--- src/rtl/isp1761_pkg.sv ---
// Shared types and widths for the ISP1761 bus sequencer slice.
package isp1761_pkg;

    localparam int CNT_W  = 4;
    localparam int DATA_W = 32;
    localparam int ADDR_W = 16;

    typedef enum logic [2:0] {
        IDLE    = 3'd0,
        SETUP   = 3'd1,
        STROBE  = 3'd2,
        HOLD    = 3'd3,
        RECOVER = 3'd4
    } state_t;

endpackage

--- src/rtl/isp1761_bus_sequencer_if.sv ---
// Avalon-MM slave side plus pin-interface side of the ISP1761 bus sequencer.
interface isp1761_bus_sequencer_if;
    import isp1761_pkg::*;

    logic [ADDR_W-1:0] avs_address;
    logic              avs_read;
    logic              avs_write;
    logic [DATA_W-1:0] avs_writedata;
    logic [DATA_W-1:0] avs_readdata;
    logic              avs_waitrequest;
    logic              avs_irq;

    logic              s_cs_n;
    logic [ADDR_W-1:0] s_address;
    logic              s_write_n;
    logic              s_read_n;
    logic [DATA_W-1:0] s_writedata;
    logic [DATA_W-1:0] s_readdata;
    logic              s_hc_irq;

    // Sequencer side.
    modport slave (
        input  avs_address, avs_read, avs_write, avs_writedata,
        output avs_readdata, avs_waitrequest, avs_irq,
        output s_cs_n, s_address, s_write_n, s_read_n, s_writedata,
        input  s_readdata, s_hc_irq
    );

    // Fabric master plus pin-interface model side.
    modport master (
        output avs_address, avs_read, avs_write, avs_writedata,
        input  avs_readdata, avs_waitrequest, avs_irq,
        input  s_cs_n, s_address, s_write_n, s_read_n, s_writedata,
        output s_readdata, s_hc_irq
    );

endinterface

--- src/rtl/isp1761_irq_sync.sv ---
// Two-flop synchronizer for the raw host-controller interrupt.
module isp1761_irq_sync (
    input  logic clk,
    input  logic rst_n,
    input  logic irq_in,
    output logic irq_out
);

    logic [1:0] sync_q;
    logic [1:0] sync_d;

    always_comb begin
        sync_d = {sync_q[0], irq_in};
    end

    always_ff @(posedge clk or negedge rst_n) begin
        if (!rst_n) begin
            sync_q <= 2'b00;
        end else begin
            sync_q <= sync_d;
        end
    end

    assign irq_out = sync_q[1];

endmodule

--- src/rtl/isp1761_bus_sequencer.sv ---
// Avalon-MM to timed CS/RD/WR strobe sequencer for the ISP1761 pin interface.
// Define ISP1761_IRQ_SYNC_EN to pass s_hc_irq through a two-flop synchronizer.
module isp1761_bus_sequencer
    import isp1761_pkg::*;
#(
    parameter int SETUP_CYC   = 1,
    parameter int STROBE_CYC  = 3,
    parameter int HOLD_CYC    = 1,
    parameter int RECOVER_CYC = 2
) (
    input  logic                      csi_clk,
    input  logic                      csi_reset_n,
    isp1761_bus_sequencer_if.slave    bus
);

    localparam logic [CNT_W-1:0] SETUP_LD   = CNT_W'(SETUP_CYC - 1);
    localparam logic [CNT_W-1:0] STROBE_LD  = CNT_W'(STROBE_CYC - 1);
    localparam logic [CNT_W-1:0] HOLD_LD    = CNT_W'(HOLD_CYC - 1);
    localparam logic [CNT_W-1:0] RECOVER_LD = CNT_W'((RECOVER_CYC > 0) ? RECOVER_CYC - 1 : 0);
    localparam bit               HAS_RECOVER = (RECOVER_CYC > 0);

    state_t            state_q, state_d;
    logic [CNT_W-1:0]  cnt_q, cnt_d;
    logic              is_write_q, is_write_d;
    logic              cs_n_q, cs_n_d;
    logic              rd_n_q, rd_n_d;
    logic              wr_n_q, wr_n_d;
    logic [ADDR_W-1:0] addr_q, addr_d;
    logic [DATA_W-1:0] wdata_q, wdata_d;
    logic [DATA_W-1:0] rdata_q, rdata_d;

    logic req;
    logic cnt_zero;
    logic accept;

    assign req      = bus.avs_read | bus.avs_write;
    assign cnt_zero = (cnt_q == '0);
    assign accept   = (state_q == IDLE) && req;

    // State register, including the registered pin strobes and latched request.
    always_ff @(posedge csi_clk or negedge csi_reset_n) begin
        if (!csi_reset_n) begin
            state_q    <= IDLE;
            cnt_q      <= '0;
            is_write_q <= 1'b0;
            cs_n_q     <= 1'b1;
            rd_n_q     <= 1'b1;
            wr_n_q     <= 1'b1;
            addr_q     <= '0;
            wdata_q    <= '0;
            rdata_q    <= '0;
        end else begin
            state_q    <= state_d;
            cnt_q      <= cnt_d;
            is_write_q <= is_write_d;
            cs_n_q     <= cs_n_d;
            rd_n_q     <= rd_n_d;
            wr_n_q     <= wr_n_d;
            addr_q     <= addr_d;
            wdata_q    <= wdata_d;
            rdata_q    <= rdata_d;
        end
    end

    // Next-state: each timed state counts down to zero, then reloads for the next.
    always_comb begin
        state_d = state_q;
        cnt_d   = cnt_q;
        unique case (state_q)
            IDLE: begin
                if (req) begin
                    state_d = SETUP;
                    cnt_d   = SETUP_LD;
                end
            end
            SETUP: begin
                if (cnt_zero) begin
                    state_d = STROBE;
                    cnt_d   = STROBE_LD;
                end else begin
                    cnt_d = cnt_q - 1'b1;
                end
            end
            STROBE: begin
                if (cnt_zero) begin
                    state_d = HOLD;
                    cnt_d   = HOLD_LD;
                end else begin
                    cnt_d = cnt_q - 1'b1;
                end
            end
            HOLD: begin
                if (cnt_zero) begin
                    if (HAS_RECOVER) begin
                        state_d = RECOVER;
                        cnt_d   = RECOVER_LD;
                    end else begin
                        state_d = IDLE;
                        cnt_d   = '0;
                    end
                end else begin
                    cnt_d = cnt_q - 1'b1;
                end
            end
            RECOVER: begin
                if (cnt_zero) begin
                    state_d = IDLE;
                end else begin
                    cnt_d = cnt_q - 1'b1;
                end
            end
            default: begin
                state_d = IDLE;
                cnt_d   = '0;
            end
        endcase
    end

    // Outputs: pin strobes are decoded from the next state so they leave a flop.
    always_comb begin
        is_write_d = accept ? bus.avs_write     : is_write_q;
        addr_d     = accept ? bus.avs_address   : addr_q;
        wdata_d    = accept ? bus.avs_writedata : wdata_q;
        cs_n_d     = !(state_d inside {SETUP, STROBE, HOLD});
        rd_n_d     = !((state_d == STROBE) && !is_write_d);
        wr_n_d     = !((state_d == STROBE) && is_write_d);
        rdata_d    = rdata_q;
        if ((state_q == STROBE) && cnt_zero && !is_write_q) begin
            rdata_d = bus.s_readdata;
        end
    end

    assign bus.avs_waitrequest = !((state_q == HOLD) && cnt_zero);
    assign bus.avs_readdata    = rdata_q;
    assign bus.s_cs_n          = cs_n_q;
    assign bus.s_read_n        = rd_n_q;
    assign bus.s_write_n       = wr_n_q;
    assign bus.s_address       = addr_q;
    assign bus.s_writedata     = wdata_q;

`ifdef ISP1761_IRQ_SYNC_EN
    logic irq_sync;

    isp1761_irq_sync u_irq_sync (
        .clk     (csi_clk),
        .rst_n   (csi_reset_n),
        .irq_in  (bus.s_hc_irq),
        .irq_out (irq_sync)
    );

    assign bus.avs_irq = irq_sync;
`else
    assign bus.avs_irq = bus.s_hc_irq;
`endif

endmodule
--- src/flat_wrapper.sv ---
// flat-port wrapper written by rule: the top's interface ports become plain ports
module isp1761_bus_sequencer_flat import isp1761_pkg::*;
#(
    parameter int SETUP_CYC   = 1,
    parameter int STROBE_CYC  = 3,
    parameter int HOLD_CYC    = 1,
    parameter int RECOVER_CYC = 2
)
  (csi_clk, csi_reset_n, bus_avs_address, bus_avs_read, bus_avs_write, bus_avs_writedata, bus_avs_readdata, bus_avs_waitrequest, bus_avs_irq, bus_s_cs_n, bus_s_address, bus_s_write_n, bus_s_read_n, bus_s_writedata, bus_s_readdata, bus_s_hc_irq);
  isp1761_bus_sequencer_if bus_i ();
  input  logic csi_clk;
  input  logic csi_reset_n;
  input wire logic [$bits(bus_i.avs_address)-1:0] bus_avs_address;
  input wire logic [$bits(bus_i.avs_read)-1:0] bus_avs_read;
  input wire logic [$bits(bus_i.avs_write)-1:0] bus_avs_write;
  input wire logic [$bits(bus_i.avs_writedata)-1:0] bus_avs_writedata;
  output wire logic [$bits(bus_i.avs_readdata)-1:0] bus_avs_readdata;
  output wire logic [$bits(bus_i.avs_waitrequest)-1:0] bus_avs_waitrequest;
  output wire logic [$bits(bus_i.avs_irq)-1:0] bus_avs_irq;
  output wire logic [$bits(bus_i.s_cs_n)-1:0] bus_s_cs_n;
  output wire logic [$bits(bus_i.s_address)-1:0] bus_s_address;
  output wire logic [$bits(bus_i.s_write_n)-1:0] bus_s_write_n;
  output wire logic [$bits(bus_i.s_read_n)-1:0] bus_s_read_n;
  output wire logic [$bits(bus_i.s_writedata)-1:0] bus_s_writedata;
  input wire logic [$bits(bus_i.s_readdata)-1:0] bus_s_readdata;
  input wire logic [$bits(bus_i.s_hc_irq)-1:0] bus_s_hc_irq;
  assign bus_i.avs_address = bus_avs_address;
  assign bus_i.avs_read = bus_avs_read;
  assign bus_i.avs_write = bus_avs_write;
  assign bus_i.avs_writedata = bus_avs_writedata;
  assign bus_avs_readdata = bus_i.avs_readdata;
  assign bus_avs_waitrequest = bus_i.avs_waitrequest;
  assign bus_avs_irq = bus_i.avs_irq;
  assign bus_s_cs_n = bus_i.s_cs_n;
  assign bus_s_address = bus_i.s_address;
  assign bus_s_write_n = bus_i.s_write_n;
  assign bus_s_read_n = bus_i.s_read_n;
  assign bus_s_writedata = bus_i.s_writedata;
  assign bus_i.s_readdata = bus_s_readdata;
  assign bus_i.s_hc_irq = bus_s_hc_irq;
  isp1761_bus_sequencer #(.SETUP_CYC(SETUP_CYC), .STROBE_CYC(STROBE_CYC), .HOLD_CYC(HOLD_CYC), .RECOVER_CYC(RECOVER_CYC)) u_core (.csi_clk(csi_clk), .csi_reset_n(csi_reset_n), .bus(bus_i));
endmodule
--- config.mk ---
export PLATFORM = sky130hd
export DESIGN_NAME = isp1761_bus_sequencer_flat
export DESIGN_NICKNAME = d
export VERILOG_FILES = /design/src/rtl/isp1761_pkg.sv /design/src/rtl/isp1761_bus_sequencer_if.sv /design/src/rtl/isp1761_irq_sync.sv /design/src/rtl/isp1761_bus_sequencer.sv /design/src/flat_wrapper.sv
export SDC_FILE = /design/constraint.sdc
export NUM_CORES = 1
export LEC_CHECK = 0
export CAP_MARGIN = 10
export CORE_AREA = 2 2 131 69
export CTS_BUF_LIST = sky130_fd_sc_hd__clkbuf_2
export DETAILED_ROUTE_END_ITERATION = 10
export DIE_AREA = 0 0 133 71
export PLACE_DENSITY = 0.84
export SYNTH_ARGS = -nofsm -noshare
export SYNTH_HDL_FRONTEND = slang
export SYNTH_SLANG_ARGS = --single-unit
--- constraint.sdc ---
create_clock -name csi_clk -period 5.2 [get_ports csi_clk]
set_input_delay 0.52 -clock csi_clk [delete_from_list [all_inputs] [get_ports csi_clk]]
set_output_delay 0.52 -clock csi_clk [all_outputs]
set_load 0.02 [all_outputs]
# Yosys cells after proc, flatten, opt, wreduce, memory -nomap -nowiden
# Index checks and enable logic that the tools add are counted.
# word_totals
ramBits	0
in_bits	85
regBits	91
romBits	0
elab_cells	49
latchBits	0
memories	0
# classes
magnitude_cmp	0
reduce_logical	16
shift	0
muxes	13
n_addsub	1
bitwise	1
eq_ne	9
n_div	0
n_mul	0
# op_table
cell	n
two-way mux 4 bit	5
one-hot mux 4 bit (5 select lines)	1
two-way mux 3 bit	5
one-hot mux 3 bit (5 select lines)	1
== test 3 x 2 -> 1 bit, second input constant	4
== test 3 x 1 -> 1 bit, second input constant	2
logical AND 1 bit	6
logical NOT 1 bit	6
logical NOT 4 bit	1
subtractor 4 x 1 -> 4 bit, second input constant	1
== test 3 bit, second input constant	1
logical NOT 3 bit	1
nonzero test 3 bit	1
!= test 2 x 1 -> 1 bit, second input constant	1
!= test 2 bit, second input constant	1
AND reduction 2 bit	1
two-way mux 1 bit	1
bitwise OR 1 bit	1

# Logic depth before layout (Yosys ltp)
# Gate-level depths: netlist of the first run.
# logic_depth
word_depth	6
depth_mapped	8
ltp_nobuf	6

# Worst setup path after synthesis of the first run
# No wires, ideal clock.
# synth_timing
path_kind	register -> register
start	register u_core.cnt_q[0]
end	register u_core.rdata_q[10] (netlist: u_core.bus.avs_readdata[10])
setup_slack_ns	2.881
t_required_ns	5.075
stages_incl_launch_ff	9
synth_period_minus_slack_ns	2.319
arrival_time_ns	2.193
cell_sequence	dfrtp_1 inv_1 ha_1 or3b_1 buf_2 or4_4 buf_6 buf_6 mux2_4
# synth_between
elab_chain_len	3
# synth_lines
element	line	text
start: declaration	isp1761_bus_sequencer.sv:23	logic [CNT_W-1:0] cnt_q, cnt_d;
start signal: assignment	isp1761_bus_sequencer.sv:54	cnt_q <= cnt_d;
logical NOT 4 bit	isp1761_bus_sequencer.sv:37	assign cnt_zero = (cnt_q == '0);
logical AND 1 bit (2 in a row)	isp1761_bus_sequencer.sv:128	if ((state_q == STROBE) && cnt_zero && !is_write_q) begin
end signal: assignment	isp1761_bus_sequencer.sv:61	rdata_q <= rdata_d;
end: declaration	isp1761_bus_sequencer.sv:30	logic [DATA_W-1:0] rdata_q, rdata_d;
# Every way passes these cells.
# A chain may end at the register's enable or synchronous reset.

# Final worst setup path of the first run
# layout_timing
start	register u_core.cnt_q[0]
end	output bus_avs_waitrequest
# layout_between
elab_chain_len	3
# layout_lines
element	line	text
logical NOT 4 bit	isp1761_bus_sequencer.sv:37	
logical AND 1 bit	isp1761_bus_sequencer.sv:133	assign bus.avs_waitrequest = !((state_q == HOLD) && cnt_zero);
logical NOT 1 bit	isp1761_bus_sequencer.sv:133	
end: declaration	flat_wrapper.sv:18	output wire logic [$bits(bus_i.avs_waitrequest)-1:0] bus_avs_waitrequest;
# Every way passes these cells.

==> out/summary.txt, run 1 <==
status: finished clean
synthesized net count: 327
#FFs+latches synth: 91
Num Clock Sinks: 91
share of cells above drive strength 1: 24.3%
slowest cell delay on critical path: 0.55 ns
vias per cell: 4.89
Fin. Hold Viols: 0
total power density per cell area: 648 nW/µm²
die height: 71 µm
Iter 0 DRT Violations: 128
# resized after CTS: 0
vias in the first global route: 2716
multi-input logic area: 1340 µm²
XOR/XNOR Fraction of Synth Area: 0.470%
Post-synth EDFFs: 0
CP required: 4.68 ns
die width: 133 µm
nature of the critical path startpoint: flop
via count: 2586
mux cell area share after synthesis: 27.5%
Synth async-reset ratio: 100%
Seq/Total Area, Yosys: 61.2%
R2R cell count: 5
Cells after Synth: 241
first-pass GRT wire length: 14700 µm
DIE AREA: 9440 µm²
Setup TNS Final: 0 ns
Peak VDD IR: 0.356 mV
Avg WL per Cell: 17.2 µm
Placement Rows: 24
max_cap viols: 0
initial antenna violation count: 0
Reg clk slew, reported paths: 0.23 ns
Simple-Gate Fraction of Synth Area: 3.79%
total CTS buffers: 9
crit path kind: reg2out
WL final: 9070 µm
Max FO, Critical Path: 9
Netlist cell types: 37
CTS Root Cell: clkbuf_2
synthesized area: 3730 µm²
largest net degree at the start of global routing: 90
GR Util All Layers: 20.6%
main combinational cell family by area after synthesis: multiplexers
Worst Path Arrival: 2.78 ns
slowest CP cell: clkdlybuf4s50_1
core area: 8380 µm²
grt ovf: 0
Clk Latency, worst-skew pair: 0.53 ns
diode count: 0
crit path time final: 3.30 ns
yosys synthesis warning count: 0
worst r2r src: u_core.cnt_q[0]
Top delay family on crit path: simple AND/OR/NAND/NOR gates
Post-synth top flop: dfrtp_1
Tcrit/Tclk final: 63.5%
Synth Area in Compound Gates: 3.69%
CTS tree: built
CP cell instances: inv_1 -> ha_1 -> or3b_1 -> or3_1 -> clkdlybuf4s50_1
Mean Syn Cell Area: 15.5 µm²
Setup violations, final: 0
Slew @ Worst Pin: 0.984 ns
IO Port Bufs: 167
iteration count of the initial detailed-routing pass: 4
maximum clock rate: 303 MHz
Placer Congestion: 0.841
Reg area: 2280 µm²
Max Slew Vio Count: 0
Fill cells: 592
Final ANT Viol Nets: 0
Starting Density: 44.5%
RR Endpoint: u_core.bus.avs_readdata[2]
crit path capture type: output pin
CP bufs+invs: 2
Rel. slew slack: 34.3%
LEAKAGE: 2.41 nW
RSZ-0062 raised after global routing: false
setup slack, reg-to-reg: 2.55 ns
final net count: 495
Worst Skew: 0.0187 ns
commonest non-fill, non-tap cells in the layout: clkdlybuf4s50_1 (166), dfrtp_1 (88), mux2_2 (50)
Worst Hold Class: in2async
CTS HTree Levels: 3
clock buffer depth: 2
P&R area growth vs syn: 50.3%
commonest non-fill, non-tap cell in the layout: clkdlybuf4s50_1
CP startpoint: u_core.cnt_q[0]
# IOs: 170
dpl hpwl: 6620 µm
synthesized-area fraction occupied by adder cells: 0.336%
Min Hold Slack: 0.278 ns
drc violations: 0
==> layout make-up <==
cell class                 count  area share (%)
multi-input combinational    130            23.9
inverter                       6           0.402
timing repair buffer         171            30.7
clock inverter                 5           0.826
clock buffer                   9           0.804
tap                          117            2.61
sequential                    91            40.7
==> worst reg2reg max path, stage by stage (launching register included) <==
cell and delay, ns:
dfrtp_1 0.45, inv_1 0.15, ha_1 0.22, or3b_1 0.50, or4_4 0.84, mux2_4 0.42
==> timing repair <==
action | in CTS | in global routing
buffers inserted | 0 | 0
hold buffers | 1 | 0
hold endpoints to repair | 2 | 0
==> cell usage after synthesis, drive strengths merged (3+ instances only) <==
| cell type | n | area (µm²) |
|---|---|---|
| a21oi | 4 | 20.0 |
| buf | 11 | 80.1 |
| clkbuf | 3 | 11.3 |
| dfrtp | 88 | 2200 |
| dfstp | 3 | 78.8 |
| inv | 6 | 22.5 |
| mux2 | 80 | 1010 |
| nand2 | 5 | 18.8 |
| nand3 | 3 | 15.0 |
| nor2 | 3 | 11.3 |
| nor3 | 5 | 25.0 |
| o21ai | 4 | 20.0 |
==> worst max path at each step <==
stage / slack (ns) / depth (start not counted) / end
after global placement: 2.53 / 5 / u_core.bus.s_writedata[15]
after CTS: 1.84 / 5 / bus_avs_waitrequest
after global routing: 1.71 / 5 / bus_avs_waitrequest
final: 1.90 / 5 / bus_avs_waitrequest
after floorplan: 2.88 / 8 / u_core.bus.avs_readdata[10]
after detailed placement: 2.46 / 5 / u_core.bus.s_writedata[2]
==> report_power, final <==
part           total (mW)  leakage (nW)  internal, mW  switching, mW
logic                2.01          1.29          1.11          0.901
clock network       0.320        0.0601         0.101          0.219
registers            1.30          1.07          1.07          0.231
==> sequential cells by signal, summed over array words and instances (netlist names) <==
name and flops:
u_core.bus.s_write_n 1, u_core.cnt_q 4, u_core.bus.s_cs_n 1, u_core.bus.s_address 16, u_core.bus.avs_readdata 32, u_core.bus.s_read_n 1
u_core.bus.s_writedata 32, u_core.state_q 3, u_core.is_write_q 1
==> cell families (layout without fill, tap and decap cells) <==
kind of cell,Yosys count,in the layout
flops,91,91
fa+ha+maj,1,1
compound gates,20,20
xor+xnor,2,2
simple gates,26,26
buf+inv,20,191
mux,81,81
==> through the flow <==
| step | instances | worst slack [ns] | power (mW) | utilization (%) | area (µm²) |
|---|---|---|---|---|---|
| 6_report | 529 | 1.90 | 3.63 | 66.9 | 5600 |
| 5_1_grt | 529 | 1.71 | 3.84 | 66.9 | 5600 |
| 4_1_cts | 528 | 1.84 | 3.67 | 66.5 | 5580 |
| 3_5_place_dp | 513 | 2.46 | 3.34 | 65.3 | 5470 |
| 3_3_place_gp | 513 | 2.53 | 3.28 | 65.3 | 5470 |
| 2_1_floorplan | 241 | 2.88 | 2.43 | - | 3730 |
==> routing by layer <==
| layer | GRT usage (%) | up-vias | routed length (µm) |
|---|---|---|---|
| met2 | 29.8 | 137 | 3880 |
| li1 | - | 1196 | - |
| met3 | 9.39 | 9 | 967 |
| met5 | 0 | - | 0 |
| met4 | 6.09 | 0 | 91 |
| met1 | 28.1 | 1244 | 4140 |
(Power assumes the default switching activity.)
==> inputs of run 2 (changes only) <==
CORE_AREA = 2 2 135 71   (was 2 2 131 69)
DIE_AREA = 0 0 137 73   (was 0 0 133 71)
PLACE_DENSITY = 0.8   (was 0.84)
clock period = 3.2 ns   (was 5.2 ns; I/O delays follow)
==> out/summary.txt, run 2 (synthesis results as in run 1) <==
CP required: 2.88 ns (-1.80 ns)
Final ANT Viol Nets: 0 (unchanged)
Placement Rows: 25 (+4.2%)
Critical Path End: bus_avs_waitrequest
Sw Ratio: 37.0% (-0.26 points)
total power: 5.94 mW (+64%)
Setup violations, final: 0 (unchanged)
setup slack, reg-to-reg: 0.63 ns (-1.92 ns)
core area: 9010 µm² (+7.5%)
LEAKAGE: 2.42 nW (about the same)
initial antenna violation count: 0 (unchanged)
R2R cell count: 5 (unchanged)
Placer Congestion: 0.808 (-3.9%)
total CTS buffers: 9 (unchanged)
crit path time final: 2.70 ns
Iter 0 DRT Violations: 155 (+21%)
RSZ-0062 raised after global routing: false
drc violations: 0 (unchanged)
via count: 2577 (-0.35%)
RR Endpoint: u_core.bus.avs_readdata[29]
clock buffer depth: 2 (unchanged)
total power density per cell area: 1060 nW/µm² (+63%)
max_cap viols: 0 (unchanged)
vias in the first global route: 2635 (-3.0%)
Fill cells: 679 (+15%)
diode count: 0 (unchanged)
Max Slew Vio Count: 0 (unchanged)
GR Util All Layers: 18.2% (-2.4 points)
Starting Density: 41.4% (-3.1 points)
largest net degree at the start of global routing: 36 (-60%)
dpl hpwl: 6550 µm (-1.0%)
grt ovf: 0 (unchanged)
Worst Hold Class: in2async
Worst Skew: 0.0269 ns (+0.00822 ns)
maximum clock rate: 370 MHz
Clk pwr share: 9.3% (+0.5 points)
sequential fraction of design power: 35.5% (-0.3 points)
CP startpoint: u_core.cnt_q[0]
power share of the combinational group: 55.2% (-0.2 points)
first-pass GRT wire length: 13500 µm (-7.9%)
Slew @ Worst Pin: 0.900 ns (-0.0838 ns)
P&R area growth vs syn: 50.9%
Avg WL per Cell: 16.5 µm (-4.1%)
CTS Root Cell: clkbuf_2
share of cells above drive strength 1: 25.4% (+1.1 points)
commonest non-fill, non-tap cell in the layout: clkdlybuf4s50_1
WL final: 8800 µm (-3.0%)
CTS tree: built
CTS HTree Levels: 3 (unchanged)
Peak VDD IR: 0.530 mV (+49%)
die width: 137 µm (+3.0%)
worst r2r src: u_core.cnt_q[0]
Clk Latency, worst-skew pair: 0.53 ns (about the same)
Tcrit/Tclk final: 84.5%
Setup TNS Final: 0 ns (unchanged)
# IOs: 170 (unchanged)
final net count: 495 (unchanged)
status: finished clean
Rel. slew slack: 39.9% (+5.6 points)
Max FO, Critical Path: 9 (unchanged)
iteration count of the initial detailed-routing pass: 4 (unchanged)
Fin. Hold Viols: 0 (unchanged)
die height: 73 µm (+2.8%)
slowest CP cell: dfrtp_1
Worst Path Arrival: 2.38 ns (-0.40 ns)
nature of the critical path startpoint: flop
vias per cell: 4.82 (-1.5%)
crit path capture type: output pin
Num Clock Sinks: 91 (unchanged)
CP cell instances: inv_1 -> ha_1 -> or3b_4 -> or3_1 -> dlymetal6s2s_1
IO Port Bufs: 167 (unchanged)
P_int: 3.74 mW (+64%)
Reg clk slew, reported paths: 0.24 ns (about the same)
Reg area: 2280 µm² (unchanged)
DIE AREA: 10000 µm² (+5.9%)
commonest non-fill, non-tap cells in the layout: clkdlybuf4s50_1 (165), dfrtp_1 (88), mux2_2 (50)
slowest cell delay on critical path: 0.46 ns (-0.09 ns)
multi-input logic area: 1340 µm² (+0.19%)
crit path kind: reg2out
Psw: 2.19 mW (+62%)
run 2: power groups by stage:
stage / Sequential [mW] / Clock [mW] / Combinational [mW]
floorplan: 2.71 / 0 / 1.23
finish: 2.11 / 0.551 / 3.28
CTS: 2.11 / 0.580 / 3.31
global placement: 2.11 / 0 / 3.23
detailed placement: 2.12 / 0 / 3.31
global route: 2.20 / 0.625 / 3.48
run 2: cell type report:
type / instances / share of cell area, %
Clock buffer: 11 / 0.979
Clock inverter: 5 / 0.957
Inverter: 6 / 0.401
Multi-Input combinational cell: 130 / 23.9
Sequential cell: 91 / 40.6
Tap cell: 121 / 2.69
Timing Repair Buffer: 171 / 30.5
run 2: how the worst min path moves through the flow:
stage                            from                    endpoint  slack, ns  cells past startpoint
after CTS                 csi_reset_n  u_core.bus.avs_readdata[9]       0.18                      2
after global placement    csi_reset_n  u_core.bus.avs_readdata[1]       0.29                      1
after detailed placement  csi_reset_n  u_core.bus.avs_readdata[1]       0.30                      1
final                     csi_reset_n  u_core.bus.avs_readdata[5]       0.23                      2
after global routing      csi_reset_n  u_core.bus.avs_readdata[9]       0.20                      2
after floorplan           csi_reset_n  u_core.bus.avs_readdata[0]       0.02                      0
run 2: worst max-delay path: cells and delay by family, from the launching register on:
| family | cells | cell delay [ns] |
|---|---|---|
| DFF | 1 | 0.46 |
| and+or+nand+nor | 2 | 0.81 |
| adders and majority gates | 1 | 0.21 |
| buffers and inverters | 2 | 0.37 |
run 2: stage by stage:
stage	cells	area, µm²	setup slack [ns]	hold slack, ns	utilization [%]
floorplan	241	3730	0.881	0.0244	-
global placement	518	5500	0.717	0.291	61.0
detailed placement	518	5500	0.619	0.304	61.0
CTS	535	5620	0.0132	0.179	62.4
global route	535	5620	0.320	0.205	62.4
finish	535	5620	0.496	0.226	62.4
run 2: repair_timing:
action / CTS / global route
gates resized for setup: 0 / 2
endpoints found under the hold margin: 32 / 0
endpoints found under the setup margin: 0 / 1
buffers inserted: 0 / 0
hold buffers: 1 / 0
run 2: routing by layer:
layer	vias up	part of all wire (%)	GRT usage (%)
li1	1194	-	-
met4	0	0.86	5.50
met1	1236	44	23.7
met5	-	0	0
met3	8	12	9.17
met2	139	43	26.6
==> inputs of run 3 (changes only) <==
clock period = 2.6 ns   (was 3.2 ns; I/O delays follow)
==> out/summary.txt, run 3 (synthesis results as in run 1) <==
status: finished clean
Placer Congestion: 0.874 (+8.1%)
CTS Root Cell: clkbuf_2
total CTS buffers: 9 (unchanged)
Setup TNS Final: 0 ns (unchanged)
Worst Hold Class: in2async
share of cells above drive strength 1: 26.9% (+1.5 points)
grt met1 use: 24.1% (+0.36 points)
Clk Latency, worst-skew pair: 0.51 ns (-0.02 ns)
commonest non-fill, non-tap cells in the layout: clkdlybuf4s50_1 (165), dfrtp_1 (88), mux2_2 (50)
Slew @ Worst Pin: 0.589 ns (-0.311 ns)
crit path kind: reg2out
Worst Path Arrival: 2.14 ns (-0.24 ns)
die width: 137 µm (unchanged)
dpl hpwl: 6470 µm (-1.2%)
multi-input logic area: 1350 µm² (+0.19%)
Starting Density: 41.4% (unchanged)
P&R area growth vs syn: 51.3%
GR peak layer: met2
Iter 0 DRT Violations: 116 (-25%)
Final ANT Viol Nets: 0 (unchanged)
Placement Rows: 25 (unchanged)
grt ovf: 0 (unchanged)
iteration count of the initial detailed-routing pass: 4 (unchanged)
Setup violations, final: 0 (unchanged)
# IOs: 170 (unchanged)
maximum clock rate: 417 MHz
first-pass GRT wire length: 13000 µm (-3.9%)
met3 Use GR: 8.82% (-0.35 points)
R2R cell count: 5 (unchanged)
RSZ-0062 raised after global routing: false
CP required: 2.34 ns (-0.54 ns)
IO Port Bufs: 167 (unchanged)
Avg WL per Cell: 16.2 µm (-1.8%)
Peak VDD IR: 0.767 mV (+45%)
largest net degree at the start of global routing: 51 (+42%)
Fin. Hold Viols: 0 (unchanged)
initial antenna violation count: 0 (unchanged)
commonest non-fill, non-tap cell in the layout: clkdlybuf4s50_1
Rel. slew slack: 60.8% (+21 points)
Reg clk slew, reported paths: 0.22 ns (-0.02 ns)
GR Util All Layers: 17.6% (-0.57 points)
max_cap viols: 0 (unchanged)
via count: 2586 (+0.35%)
diode count: 0 (unchanged)
CTS tree: built
Worst Skew: 0.0170 ns (-0.00990 ns)
die height: 73 µm (unchanged)
total power density per cell area: 1300 nW/µm² (+23%)
core area: 9010 µm² (unchanged)
slowest cell delay on critical path: 0.43 ns (-0.03 ns)
vias in the first global route: 2522 (-4.3%)
Tcrit/Tclk final: 92.3%
LEAKAGE: 2.44 nW (+0.87%)
final net count: 500 (+1.0%)
Max Slew Vio Count: 0 (unchanged)
nature of the critical path startpoint: flop
total power: 7.34 mW (+24%)
met2 usage: 24.1% (-2.5 points)
clock buffer depth: 2 (unchanged)
CP cell instances: inv_2 -> ha_2 -> or3b_4 -> or3_1 -> buf_2
CTS HTree Levels: 3 (unchanged)
crit path capture type: output pin
Max FO, Critical Path: 4 (-5)
DIE AREA: 10000 µm² (unchanged)
WL final: 8690 µm (-1.3%)
Fill cells: 657 (-3.2%)
slowest CP cell: dfrtp_1
Num Clock Sinks: 91 (unchanged)
vias per cell: 4.81 (-0.21%)
Reg area: 2280 µm² (unchanged)
crit path time final: 2.40 ns
drc violations: 0 (unchanged)
## run 3: layout make-up
cell class              count  area share, %
clock inverters             4          0.776
flip-flops and latches     91           40.4
repair buffers            176           31.0
well taps                 121           2.68
inverters                   6          0.399
clock buffers              10          0.887
multi-input cells         130           23.8
## run 3: path summary, 6_finish.rpt
| kind | start | end | slack, ns |
|---|---|---|---|
| setup / recovery | u_core.cnt_q[0] | bus_avs_waitrequest | 0.20 |
| hold / removal | csi_reset_n | u_core.bus.avs_readdata[20] | 0.26 |
| setup reg to reg | u_core.cnt_q[0] | u_core.bus.avs_readdata[24] | 0.22 |
| hold reg to reg | u_core.bus.s_writedata[4] | u_core.bus.s_writedata[4] | 0.53 |
| max in group asynchronous | csi_reset_n | u_core.bus.s_read_n | 1.64 |
| min in group csi_clk | bus_s_readdata[0] | u_core.bus.avs_readdata[0] | 0.34 |
## run 3: report_power, final
part | leakage (nW) | total (mW) | internal, mW | switching (mW)
Sequential | 1.07 | 2.58 | 2.14 | 0.440
Combinational | 1.30 | 4.12 | 2.29 | 1.83
Clock | 0.0651 | 0.635 | 0.210 | 0.425
## run 3: critical path, delay by kind of cell, from the launching register on
family | cells | cell delay (ns)
flip-flops | 1 | 0.43
adder cells (fa/ha/maj) | 1 | 0.19
buffers and inverters | 2 | 0.26
AND/OR/NAND/NOR | 2 | 0.76
## run 3: repair_timing
| item | 4_1_cts | 5_1_grt |
|---|---|---|
| setup buffers | 1 | 0 |
| resized for setup | 5 | 3 |
| gates cloned | 0 | 0 |
| hold buffers | 1 | 0 |
| endpoints found under the setup margin | 1 | 1 |
| hold endpoints to repair | 41 | 0 |
## run 3: layer usage
layer,up-vias,wire [µm]
met5,-,0
met1,1229,3990
met3,12,1090
met2,143,3500
li1,1202,-
met4,0,113
## run 3: through the flow
stage / worst slack (ns) / utilization (%) / area (µm²) / hold slack [ns] / std cells
after global routing: 0.0228 / 62.6 / 5640 / 0.205 / 538
after detailed placement: 0.172 / 61.4 / 5530 / 0.284 / 522
after CTS: 0.0811 / 62.6 / 5640 / 0.186 / 538
final: 0.200 / 62.6 / 5640 / 0.258 / 538
after global placement: 0.218 / 61.4 / 5530 / 0.281 / 522
after floorplan: 0.281 / - / 3730 / -0.0356 / 241
